$ cat src/rtl/uart_pkg.sv
// Shared UART definitions: transmit FSM encoding, line levels and default baud constants.
package uart_pkg;

  typedef enum logic [2:0] {
    StIdle,
    StArm,
    StStart,
    StData,
    StStop
  } tx_state_e;

  localparam logic StartLevel = 1'b0;
  localparam logic IdleLevel  = 1'b1;

  localparam int unsigned CLK_F = 25_000_000;
  localparam int unsigned BAUD  = 9600;

endpackage

$ cat src/rtl/rr_arbiter.sv
// Combinational round-robin arbiter: the search starts one past the last winner and wraps.
module rr_arbiter #(
  parameter int unsigned N_REQ = 4
) (
  input  logic [N_REQ-1:0]         req,
  input  logic [$clog2(N_REQ)-1:0] last,
  output logic [N_REQ-1:0]         gnt,
  output logic [$clog2(N_REQ)-1:0] gnt_id,
  output logic                     any
);
  localparam int unsigned IdW = $clog2(N_REQ);

  logic [IdW-1:0] idx;

  always_comb begin
    gnt    = '0;
    gnt_id = '0;
    any    = 1'b0;
    idx    = '0;
    // Offset N_REQ lands back on last itself, so a lone requester can win twice in a row.
    for (int unsigned k = 1; k <= N_REQ; k++) begin
      idx = IdW'((32'(last) + k) % N_REQ);
      if (!any && req[idx]) begin
        any      = 1'b1;
        gnt[idx] = 1'b1;
        gnt_id   = idx;
      end
    end
  end

endmodule

$ cat src/rtl/uart_tx_scheduler.sv
// Shares one 8N1-style UART transmit line among N_REQ byte producers, round-robin,
// with bit boundaries paced by an external baud tick.
module uart_tx_scheduler
  import uart_pkg::*;
#(
  parameter int unsigned N_REQ     = 4,
  parameter int unsigned DATA_W    = 8,
  parameter int unsigned STOP_BITS = 1
) (
  input  logic                     clk,
  input  logic                     reset,
  input  logic                     tick,
  input  logic [N_REQ-1:0]         req_valid,
  input  logic [N_REQ*DATA_W-1:0]  req_data,
  output logic [N_REQ-1:0]         req_ready,
  output logic                     tx,
  output logic                     busy,
  output logic [$clog2(N_REQ)-1:0] grant_id
);
  localparam int unsigned IdW  = $clog2(N_REQ);
  localparam int unsigned BitW = $clog2(DATA_W);

  tx_state_e         state_q;
  logic [DATA_W-1:0] shift_q;
  logic [DATA_W-1:0] shift_nxt;
  logic [DATA_W-1:0] sel_data;
  logic [BitW-1:0]   bit_idx_q;
  logic              stop_cnt_q;
  logic [IdW-1:0]    last_q;
  logic [IdW-1:0]    arb_id;
  logic [N_REQ-1:0]  arb_gnt;
  logic              arb_any;

  rr_arbiter #(
    .N_REQ(N_REQ)
  ) u_arb (
    .req   (req_valid),
    .last  (last_q),
    .gnt   (arb_gnt),
    .gnt_id(arb_id),
    .any   (arb_any)
  );

  always_comb begin
    sel_data = '0;
    for (int unsigned i = 0; i < N_REQ; i++) begin
      if (arb_id == IdW'(i)) sel_data = req_data[i*DATA_W +: DATA_W];
    end
  end

  assign shift_nxt = shift_q >> 1;

  // Gated by reset so no accept strobe leaks out while the FSM is held.
  assign req_ready = (state_q == StIdle && !reset) ? arb_gnt : '0;

  always_ff @(posedge clk or posedge reset) begin
    if (reset) begin
      state_q    <= StIdle;
      tx         <= IdleLevel;
      busy       <= 1'b0;
      grant_id   <= '0;
      last_q     <= IdW'(N_REQ - 1);
      shift_q    <= '0;
      bit_idx_q  <= '0;
      stop_cnt_q <= 1'b0;
    end else begin
      unique case (state_q)
        StIdle: begin
          if (arb_any) begin
            shift_q  <= sel_data;
            grant_id <= arb_id;
            last_q   <= arb_id;
            busy     <= 1'b1;
            state_q  <= StArm;
          end
        end
        StArm: begin
          if (tick) begin
            tx      <= StartLevel;
            state_q <= StStart;
          end
        end
        StStart: begin
          if (tick) begin
            tx        <= shift_q[0];
            bit_idx_q <= '0;
            state_q   <= StData;
          end
        end
        StData: begin
          if (tick) begin
            if (bit_idx_q == BitW'(DATA_W - 1)) begin
              tx         <= IdleLevel;
              stop_cnt_q <= 1'b0;
              state_q    <= StStop;
            end else begin
              shift_q   <= shift_nxt;
              tx        <= shift_nxt[0];
              bit_idx_q <= bit_idx_q + 1'b1;
            end
          end
        end
        StStop: begin
          if (tick) begin
            if (stop_cnt_q == 1'(STOP_BITS - 1)) begin
              busy    <= 1'b0;
              state_q <= StIdle;
            end else begin
              stop_cnt_q <= 1'b1;
            end
          end
        end
        default: state_q <= StIdle;
      endcase
    end
  end

endmodule

$ cat config.mk
export PLATFORM = sky130hd
export DESIGN_NAME = uart_tx_scheduler
export DESIGN_NICKNAME = d
export VERILOG_FILES = /design/src/rtl/uart_pkg.sv /design/src/rtl/rr_arbiter.sv /design/src/rtl/uart_tx_scheduler.sv
export SDC_FILE = /design/constraint.sdc
export NUM_CORES = 1
export LEC_CHECK = 0
export BUFFER_PORTS_ARGS = -buffer_cell sky130_fd_sc_hd__buf_4
export CORE_ASPECT_RATIO = 0.6
export CORE_MARGIN = 2
export CORE_UTILIZATION = 45
export CTS_CLUSTER_DIAMETER = 100
export DETAILED_ROUTE_END_ITERATION = 8
export PLACE_DENSITY = 0.81
export SYNTH_ARGS = -nofsm -noshare
export SYNTH_HDL_FRONTEND = slang
export SYNTH_SLANG_ARGS = --single-unit
$ cat constraint.sdc
create_clock -name clk -period 5.37 [get_ports clk]
set_clock_uncertainty 0.15 [all_clocks]
set_input_delay 0 -clock clk [delete_from_list [all_inputs] [get_ports clk]]
set_output_delay 0 -clock clk [all_outputs]
set_load 0.01 [all_outputs]
==> flow_summary.yaml <==
outcome:
  status: "finished, final reports clean"
floorplanning:
  fp.dieArea_um2: 4440
  initial_utilization_pct: 47.5
  core_um2: 3700
  fp-row-count: 17
  die_w_um: 84.7
  fp.dieH_um: 52.4
  io_pins: 47
logic_synthesis:
  synth_edf_count: 0
  synthFlopType: "dfrtp_1"
  yosys-top-cells-area: "dfrtp_1 (24%), ha_1 (7.1%), nor2_1 (5.3%), mux4_2 (5.1%), nand2_1 (4.9%)"
  syn_inst: 208
  syn_nets: 257
  synth_top_area_share_pct: 24.2
  syn-cell-area_um2: 1760
  synth_largest_area_cell: "dfrtp_1"
  yosys-top-cells-count: "nor2_1 (25), nand2_1 (23), dfrtp_1 (17)"
  yosysUniqueCellTypes: 45
  async_flop_share_pct: 100
  syn_area_per_cell_um2: 8.45
  ys_warn_count: 0
  yosysSeqAreaShare_pct: 28.7
  synth_most_common_cell: "nor2_1"
  synth-seq-cells: 20
power:
  p_leak_nw: 1.04
  powerDensity_nw_per_um2: 562
  ir_drop_mv: 0.290
layout:
  n_fill_cell: 322
  final_layout_size_suffix_gt1_share_pct: 25.5
  multiInputGateArea_um2: 1150
  regArea_um2: 504
  final_nets: 313
  diodes: 0
  syn_to_final_growth_pct: 31.1
setup_path:
  worstReg2RegStart: "last_q[0]"
  path_max_fanout: 18
  worstPathArrival_ns: 4.29
  r2r_end: "shift_q[2]"
  cp.required_ns: 5.37
  ff2ff_path_depth: 9
  path_class: "flip-flop to flip-flop"
  critPathLaunchType: "flip-flop"
  critPathCaptureType: "flip-flop"
  r2r_setup_slack_ns: 1.08
routing:
  wl_per_cell_um: 14.4
  via_count: 1759
  wl_um: 4460
  via_per_inst: 5.67
  drtPass1Iterations: 5
  drt_iter0_markers: 76
  drc: 0
  ant_nets: 0
sta:
  fmax_mhz: 233
  drv_slew: 0
  fin_crit_sh_pct: 79.9
  slew_headroom_pct: 47.4
  finalSetupViolCount: 0
  setup_tns_ns: 0
  worstMarginPinSlew_ns: 0.788
  hold_violations: 0
  worst_slack_ns: 1.08
  rsz0062_at_grt: "false"
  min_period_ns: 4.29
clock_network:
  clkTransAtPathRegs_ns: 0.08
  clock_latency_ns: 0.26
  cts_made_buffers: 3
  cts_resized: 0
  cts.htree.levels: 1
  max-clock-path-buffers: 2
  cts-root-buf: "clkbuf_8"
  cts.sinks: 20
  cts_tree: "yes"
grt:
  grt_pass1_wl_um: 7220
  grt_max_degree: 22
  antenna_found_initial: 0
  overflow: 0
  grtUsageTotal_pct: 20.7
  grt_pass1_vias: 1539
min_path:
  whs_path_depth: 4
  min_path_type: "input pin to flip-flop"
  holdCritStartpoint: "req_data[29]"
  hold-path-endpoint: "shift_q[5]"
place:
  gp_congestion: 0.857
  hpwlAfterDp_um: 3250
  io_buffers: 46
  post-place-ws_ns: 1.54
run:
  cap_violations: 0
stage by stage:
| step | power (mW) | instance area (um^2) | hold WS, ns | utilization (%) | instances |
|---|---|---|---|---|---|
| floorplan | 0.945 | 1760 | -0.180 | - | 208 |
| global placement | 1.08 | 2090 | 0.0346 | 56.4 | 290 |
| detailed placement | 1.10 | 2090 | 0.0523 | 56.4 | 290 |
| CTS | 1.28 | 2300 | 0.00655 | 62.2 | 310 |
| global route | 1.41 | 2300 | 0.0284 | 62.2 | 310 |
| finish | 1.29 | 2300 | 0.00747 | 62.2 | 310 |
placed cells by master (no fill, tap or decap), types with 2 or more instances in the layout:
cell	count
nand3_1	10
nor3_1	9
dfstp_2	3
mux4_2	4
clkbuf_8	4
buf_4	46
o21ai_1	3
nor2_1	25
ha_1	10
dlygate4sd3_1	16
dfrtp_1	17
a22oi_1	4
o21a_1	3
o32ai_1	2
mux2i_1	5
a21o_1	3
a21oi_1	8
and3_1	6
o31ai_1	11
nand2_1	23
o21ai_0	13
a21oi_2	2
inv_1	9
a221oi_1	6
nor2_2	2
where the power goes:
group | switching [mW] | internal, mW | total (mW)
Combinational | 0.503 | 0.385 | 0.888
Clock | 0.0540 | 0.0654 | 0.119
Sequential | 0.0695 | 0.217 | 0.287
Total | 0.627 | 0.668 | 1.29
worst max path at each step:
stage,slack (ns),cells past startpoint,end,start
after floorplan,1.91,10,shift_q[7],last_q[0]
after global routing,0.84,9,shift_q[1],last_q[0]
after detailed placement,1.54,8,shift_q[7],last_q[0]
final,1.08,9,shift_q[2],last_q[0]
after CTS,1.13,9,shift_q[3],last_q[0]
after global placement,1.63,8,shift_q[7],last_q[0]
routing by layer:
layer | global-route usage (%) | part of all wire, % | vias to the layer above
met4 | 5.82 | 1.5 | 0
met2 | 31.5 | 43 | 68
li1 | - | - | 882
met3 | 3.62 | 6.8 | 6
met1 | 30.3 | 49 | 803
met5 | 0 | 0 | -
worst max-delay path: stages (launching register included):
cell and delay (ns):
dfstp_2 0.74, inv_1 0.20, ha_1 0.49, mux4_2 0.61, or4_4 0.54, o21ai_4 0.43
nor2_2 0.23, o31ai_1 0.12, o31ai_1 0.09, dlygate4sd3_1 0.57
final cells by class:
type                            instances  share of cell area (%)
Tap cell                               47                    2.55
Sequential cell                        20                    21.9
Timing Repair Buffer                   62                    21.9
Clock buffer                            4                    2.39
Inverter                                9                    1.47
Multi-Input combinational cell        168                    49.8
flip-flops by register name (all words and copies together) (netlist names):
| register | cells |
|---|---|
| tx | 1 |
| last_q | 2 |
| bit_idx_q | 3 |
| busy | 1 |
| shift_q | 8 |
| grant_id | 2 |
| state_q | 3 |
timing repair:
item / 4_1_cts / 5_1_grt
setup buffers: 0 / 0
endpoints found under the setup margin: 0 / 0
endpoints found under the hold margin: 29 / 0
hold buffers: 16 / 0
logic make-up after synthesis:
group	after synthesis	share of synthesized area, %
multiplexers	10	9.47
AO/OA/AOI/OAI	64	25.9
buffers and inverters	20	6.05
adder cells (fa/ha/maj)	10	7.12
flip-flops	20	28.7
AND/OR/NAND/NOR	84	22.7
No activity file was read; power rests on OpenSTA's default activity.
